--- src/rtl/fetch_sequencer.sv ---
// -----------------------------------------------------------------------------
// fetch_sequencer
//
// Owns the program counter and sequences instruction fetch, one fetch at a
// time, over a valid/ready instruction bus. The fetched word is presented to
// decode and held under a stall handshake. Branch and trap redirects kill any
// in-flight fetch.
//
// Handshake semantics:
//   ireq_valid/ireq_ready : the address on ireq_addr is accepted on a rising
//     edge where both are 1. Until acceptance the address may change (this
//     happens only when a redirect arrives while a request is pending).
//   iresp_valid : one-cycle pulse carrying the word for the accepted address.
//     There is no back-pressure on the response side.
//   inst_valid/stall : decode takes the instruction on a rising edge where
//     inst_valid=1 and stall=0. While stall=1 the instruction stays put.
//
// Ports:
//   clk, reset               clock (rising edge), async active-high reset
//   stall                    decode cannot accept this cycle
//   br_valid, br_target      branch/jump redirect
//   trap_valid, trap_target  trap/return redirect (wins over branch)
//   ireq_valid, ireq_addr    fetch request (address is always pc)
//   ireq_ready               bus accepted the request
//   iresp_valid, iresp_data  returned instruction word
//   inst_valid, inst, inst_pc  instruction to decode
//   pc                       current fetch PC
//   state_dbg                current FSM state (for checkers)
// -----------------------------------------------------------------------------
module fetch_sequencer #(
  parameter int              XLEN    = 64,
  parameter logic [XLEN-1:0] PC_INIT = 64'h0000_0000_8000_0000
) (
  input  logic            clk,
  input  logic            reset,
  input  logic            stall,
  input  logic            br_valid,
  input  logic [XLEN-1:0] br_target,
  input  logic            trap_valid,
  input  logic [XLEN-1:0] trap_target,
  output logic            ireq_valid,
  output logic [XLEN-1:0] ireq_addr,
  input  logic            ireq_ready,
  input  logic            iresp_valid,
  input  logic [31:0]     iresp_data,
  output logic            inst_valid,
  output logic [31:0]     inst,
  output logic [XLEN-1:0] inst_pc,
  output logic [XLEN-1:0] pc,
  output logic [2:0]      state_dbg
);

  localparam logic [2:0] S_IDLE  = 3'd0;
  localparam logic [2:0] S_REQ   = 3'd1;  // request on the bus
  localparam logic [2:0] S_WAIT  = 3'd2;  // accepted, waiting for data
  localparam logic [2:0] S_HOLD  = 3'd3;  // instruction presented to decode
  localparam logic [2:0] S_FLUSH = 3'd4;  // waiting for a killed fetch's data

  logic [2:0]      state;
  logic            redirect;
  logic [XLEN-1:0] redirect_sel;
  logic [XLEN-1:0] redirect_pc;

  assign redirect     = trap_valid | br_valid;
  assign redirect_sel = trap_valid ? trap_target : br_target;
  // Instructions are word aligned; the low two target bits are dropped.
  assign redirect_pc  = redirect_sel & ~XLEN'(3);

  assign ireq_valid = (state == S_REQ);
  assign ireq_addr  = pc;
  assign state_dbg  = state;

  always_ff @(posedge clk or posedge reset) begin
    if (reset) begin
      state      <= S_IDLE;
      pc         <= PC_INIT;
      inst_valid <= 1'b0;
      inst       <= 32'd0;
      inst_pc    <= '0;
    end else begin
      case (state)
        S_IDLE: begin
          // Redirects cannot be pending this early; start fetching.
          state <= S_REQ;
        end

        S_REQ: begin
          if (redirect) begin
            pc <= redirect_pc;
            // If the bus took the stale address this edge, its data must be
            // waited out and thrown away; otherwise simply re-aim the request.
            state <= ireq_ready ? S_FLUSH : S_REQ;
          end else if (ireq_ready) begin
            state <= S_WAIT;
          end
        end

        S_WAIT: begin
          if (redirect) begin
            pc    <= redirect_pc;
            // Data arriving together with the redirect is stale: drop it.
            state <= iresp_valid ? S_REQ : S_FLUSH;
          end else if (iresp_valid) begin
            inst       <= iresp_data;
            inst_pc    <= pc;
            inst_valid <= 1'b1;
            state      <= S_HOLD;
          end
        end

        S_HOLD: begin
          if (redirect) begin
            // Held instruction is on the wrong path; no sequential advance.
            pc         <= redirect_pc;
            inst_valid <= 1'b0;
            state      <= S_REQ;
          end else if (!stall) begin
            inst_valid <= 1'b0;
            pc         <= pc + XLEN'(4);
            state      <= S_REQ;
          end
        end

        S_FLUSH: begin
          if (redirect) begin
            pc <= redirect_pc;
          end
          // The killed fetch's data ends the flush. A redirect landing on the
          // same edge only re-aims pc; leaving FLUSH is still required because
          // no further response will ever arrive.
          if (iresp_valid) begin
            state <= S_REQ;
          end
        end

        default: begin
          state      <= S_IDLE;
          inst_valid <= 1'b0;
        end
      endcase
    end
  end

endmodule

--- config.mk ---
export PLATFORM = sky130hd
export DESIGN_NAME = fetch_sequencer
export DESIGN_NICKNAME = d
export VERILOG_FILES = /design/src/rtl/fetch_sequencer.sv
export SDC_FILE = /design/constraint.sdc
export NUM_CORES = 1
export LEC_CHECK = 0
export ABC_CLOCK_PERIOD_IN_PS = 5100
export BUFFER_PORTS_ARGS = -buffer_cell sky130_fd_sc_hd__buf_2
export CAP_MARGIN = 0
export CORE_AREA = 2 2 153 155
export CTS_BUF_LIST = sky130_fd_sc_hd__clkbuf_16
export DETAILED_ROUTE_END_ITERATION = 10
export DIE_AREA = 0 0 155 157
export GPL_TIMING_DRIVEN = 0
export PLACE_DENSITY = 0.81
export SYNTH_ARGS = -nofsm -noshare
export SYNTH_HDL_FRONTEND = slang
export SYNTH_SLANG_ARGS = --single-unit
--- constraint.sdc ---
create_clock -name clk -period 5.1 [get_ports clk]
set_input_delay 0 -clock clk [delete_from_list [all_inputs] [get_ports clk]]
set_output_delay 0 -clock clk [all_outputs]
set_load 0.01 [all_outputs]
**Word-level counts from Yosys, hierarchy flattened**

Index checks and enable logic that the tools add are counted.

- Add/subtract/negate cells: 1
- Equality and inequality tests: 11
- Mux-type cells: 20
- Bitwise logic cells: 3
- Reduce and logical (&&, ||, !) cells: 8

Operator list:

| cell | count |
|---|---|
| 2-to-1 mux 64 bit | 4 |
| case mux 64 bit (2 select lines) | 1 |
| adder 64 x 3 -> 64 bit (second input constant) | 1 |
| 2-to-1 mux 3 bit | 9 |
| case mux 3 bit (5 select lines) | 1 |
| AND reduction 4 bit | 2 |
| == test 3 x 2 -> 1 bit (second input constant) | 2 |
| != test 2 bit (second input constant) | 3 |
| != test 3 bit (second input constant) | 2 |
| AND reduction 3 bit | 2 |
| OR reduction 3 bit | 2 |
| 2-to-1 mux 1 bit | 4 |
| == test 3 x 1 -> 1 bit (second input constant) | 1 |
| == test 3 bit (second input constant) | 1 |
| logical NOT 3 bit | 1 |
| != test 3 x 1 -> 1 bit (second input constant) | 1 |
| case mux 1 bit (3 select lines) | 1 |
| != test 2 x 1 -> 1 bit (second input constant) | 1 |
| NOT 1 bit | 2 |
| nonzero test 2 bit | 1 |
| bitwise OR 1 bit | 1 |

- Flip-flop bits (word level): 164
- Input port bits: 167
- Output and inout bits: 229
- Logic and storage cells: 48

**Depth between registers and ports, before layout**

- Depth after elaboration: 4
- Mapped depth: 10
- Depth with buffers taken out: 6

**Worst setup path before layout**

OpenSTA, ideal clock, no wires.

- Path kind: reg-to-reg
- Start: reg pc[2], in the netlist ireq_addr[2]
- End: reg pc[22], in the netlist ireq_addr[22]
- Arrival: 2.032 ns
- Path slack: 3.002 ns
- Stages on the path, launching flop included: 8
- Path buffers: 1
- Clock period less this slack: 2.098 ns
- Cells stage by stage: dfrtp_1 > ha_1 > nand4_1 > or4_1 > clkbuf_2 > or4_1 > o21ai_1 > a22o_1

- Longest elaborated chain between the ends: 4

Ends and longest elaborated chain:

| what | line | text |
|---|---|---|
| start: declaration | 49 | `output logic [XLEN-1:0] pc,` |
| start signal: assignment | 89 | `pc <= redirect_pc;` |
| start signal: assignment | 100 | `pc <= redirect_pc;` |
| start signal: assignment | 114 | `pc <= redirect_pc;` |
| adder 64 x 3 -> 64 bit | 119 | `pc <= pc + XLEN'(4);` |
| 2-to-1 mux 64 bit | 117 | `end else if (!stall) begin` |
| 2-to-1 mux 64 bit | 112 | `if (redirect) begin` |
| case mux 64 bit (2 select lines) | 81 | `case (state)` |

Every way passes these cells. The select of a mux whose other input is x is not followed.
A chain may end at the register's enable or synchronous reset.

**Final worst setup path**

- Start: reg state[1], in the netlist state_dbg[1]
- End: reg inst[7]

- Longest elaborated chain between the ends: 2

Ends and longest elaborated chain:

| what | line | text |
|---|---|---|
| start: declaration | 59 | `logic [2:0] state;` |
| start signal: assignment | 92 | `state <= ireq_ready ? S_FLUSH : S_REQ;` |
| start signal: assignment | 102 | `state <= iresp_valid ? S_REQ : S_FLUSH;` |
| == test 3 x 2 -> 1 bit | 81 |  |
| AND reduction 3 bit (no line) | - |  |
| end signal: assignment | 104 | `inst <= iresp_data;` |
| end: declaration | 47 | `output logic [31:0] inst,` |

Every way passes these cells.

==> metrics <==
Cell variety after synth=62; hpwl dp=25800 um; Residual DRC=0; total number of yosys warnings=0; number of synthesized flops with an enable pin=0; Worst-path clk slew=0.07 ns; Max Buffers Root-to-Sink=2; Levels on crit path=6; WHS Path Cells=4; fraction of registers with async set/reset=100%; routed wire length=36500 um; post-route clock skew=0.0119 ns; count of clock tree sinks=160; Multi-input gate area=4390 sq um; Die Width=155 um; Routability Congestion=0.959; R2R Setup Slk=2.11 ns; Die H=157 um; Commonest cells post-synth=dfrtp_1, mux2_2, buf_4; post-route ant nets=0; Reg area=4010 sq um; syn avg cell area=10.4 sq um; Final Cycle Share=58.6%; Max Freq=335 MHz; worst path bufs/invs=3; total power=6.84 mW; RR Endpoint=inst[7]$_DFFE_PP0P_; most frequent cell after synthesis=dfrtp_1; drt first pass iters=9; Worst Path Required=5.42 ns; Setup crit end kind=flip-flop; later-pin clock latency in the skew report=0.44 ns; pin count of the biggest net entering global routing=119; status=complete, no violations; Synth area leaders=dfrtp_1, mux2_2, buf_4; final slew viol count=0; layout cells sized above 1=46.4%; Core Area=22500 sq um; worst path cell trace=buf_4 > nor2b_1 > nand4_1 > clkbuf_1 > clkbuf_1 > mux2_2; Post-Syn Instances=881; RSZ-0062 raised after global routing=no; Fin Hold WS=0.000156 ns; Crit Path Class=reg2reg; Final Hold Fails=0; initial antenna violation count=0; Slowest-stage cell, CP=clkbuf_1; Final WS setup=2.11 ns; GRT Resource Usage Total=28.8%; NumNets Final=1500; Die ar.=24300 sq um; Seq/Total Area, Yosys=43.5%; clk root buf=clkbuf_16; Area growth, synth to finish=35.8%; R2R Path Start=state_dbg[1]$_DFFE_PP0P_; Starting DRT DRC Count=1261; htree depth=4; Max-Slew Margin vs Limit=7.87%; CP delay by family, top=buffers and inverters; max incr delay on CP=0.63 ns; ant diodes=0; vias in the first global route=9279; Tightest Hold Check Type=in2reg; CTS resizes=0; num ports=396; Yosys top cell area share=43.2%; via density per instance=5.85; Top FF cell, synth=dfrtp_1; Critical Path Start=state_dbg[1]$_DFFE_PP0P_; CTS tree=built; via count=9540; Data arrival, critical path=3.31 ns; Worst Reg-to-Reg Cells=6; Avg WL per Cell=22.4 um; max-cap violation count=0; worst slack, placed=2.11 ns; area leader, netlist=dfrtp_1; # rows=55; buffers added on ports=385; first-pass GRT wire length=53200 um; cts bufs inserted=17; final setup vio count=0; GRT Residual Overflow=0; Slew @ Worst Pin=1.38 ns; Layout fillers=1962; initial cell density of the core=40.9%; mapped cell area=9210 sq um; Leak=6.24 nW; worst vdd ir=0.000248 V; most frequent CP cell=clkbuf_1; Max FO, Critical Path=10; startpoint types=flip-flop; power per cell area=547 nW/um^2; post-route minimum period=2.99 ns; Seq cells post-synth=160; post-CTS setup buffer count=0; Critical Path Sink=inst[7]$_DFFE_PP0P_
## per-layer routing
| layer | part of all wire, % | wire, um | vias to the layer above | track usage (%) |
|---|---|---|---|---|
| met1 | 39 | 14300 | 4586 | 36.3 |
| met2 | 49 | 17800 | 654 | 48.7 |
| li1 | - | - | 4188 | - |
| met4 | 3.1 | 1150 | 0 | 11.6 |
| met3 | 9.1 | 3330 | 112 | 5.81 |
| met5 | 0 | 0 | - | 0 |
## cells in the final DEF (no fill, tap or decap), types with 39 or more instances in the layout
cell	instances
clkbuf_1	39
a21oi_1	39
buf_2	395
mux2_2	109
buf_4	69
mux2i_1	45
dlygate4sd3_1	40
nand2_1	39
dfrtp_1	159
o21ai_0	52
## logic make-up after synthesis
kind of cell / share of synthesized area [%]
compound gates: 16.2
xor+xnor: 0.0952
fa+ha+maj: 0.136
buf+inv: 9.03
flops: 43.5
mux: 18.2
other cells: 0.0407
simple gates: 12.8
## worst min-delay path, stage by stage
cell     delay, ns
buf_2         0.07
mux2i_1       0.06
o22ai_1       0.12
a22o_2        0.15
## registers in the layout, summed over array words and instances, names as in the netlist
name and count:
inst 32, inst_pc 62, inst_valid 1, ireq_addr 62
state_dbg 3
## worst min path at each step
stage,end,start
2_1_floorplan,state_dbg[2]$_DFFE_PP0P_,iresp_valid
3_3_place_gp,inst[4]$_DFFE_PP0P_,iresp_data[4]
3_5_place_dp,inst[27]$_DFFE_PP0P_,reset
4_1_cts,ireq_addr[4]$_DFFE_PP0P_,trap_target[4]
5_1_grt,ireq_addr[2]$_DFFE_PP0P_,br_target[2]
6_report,ireq_addr[4]$_DFFE_PP0P_,trap_target[4]
## report_power, final
| part | leakage (nW) | internal (mW) | switching, mW |
|---|---|---|---|
| Clock | 0.266 | 0.638 | 0.594 |
| Sequential | 2.04 | 1.71 | 0.699 |
| Combinational | 3.93 | 1.47 | 1.73 |
## what timing repair did
item | 4_1_cts | 5_1_grt
hold endpoints to repair | 79 | 0
hold buffers | 40 | 0
endpoints found under the setup margin | 0 | 0
## layout make-up
| type | instances | share of cell area [%] |
|---|---|---|
| Buffer | 128 | 6.47 |
| Clock buffer | 17 | 3.40 |
| Clock inverter | 15 | 1.00 |
| Inverter | 6 | 0.240 |
| Multi-Input combinational cell | 592 | 35.1 |
| Sequential cell | 160 | 32.0 |
| Tap cell | 285 | 2.85 |
| Timing Repair Buffer | 427 | 18.9 |
## through the flow
stage | instances | setup TNS [ns] | util [%] | cell area [sq um]
after detailed placement | 1557 | 0 | 51.3 | 11500
after global placement | 1556 | -172.59 | 51.1 | 11500
after global routing | 1630 | 0 | 55.5 | 12500
final | 1630 | 0 | 55.5 | 12500
after floorplan | 886 | 0 | - | 9220
after CTS | 1629 | 0 | 55.5 | 12500
No activity file was read; power rests on OpenSTA's default activity.
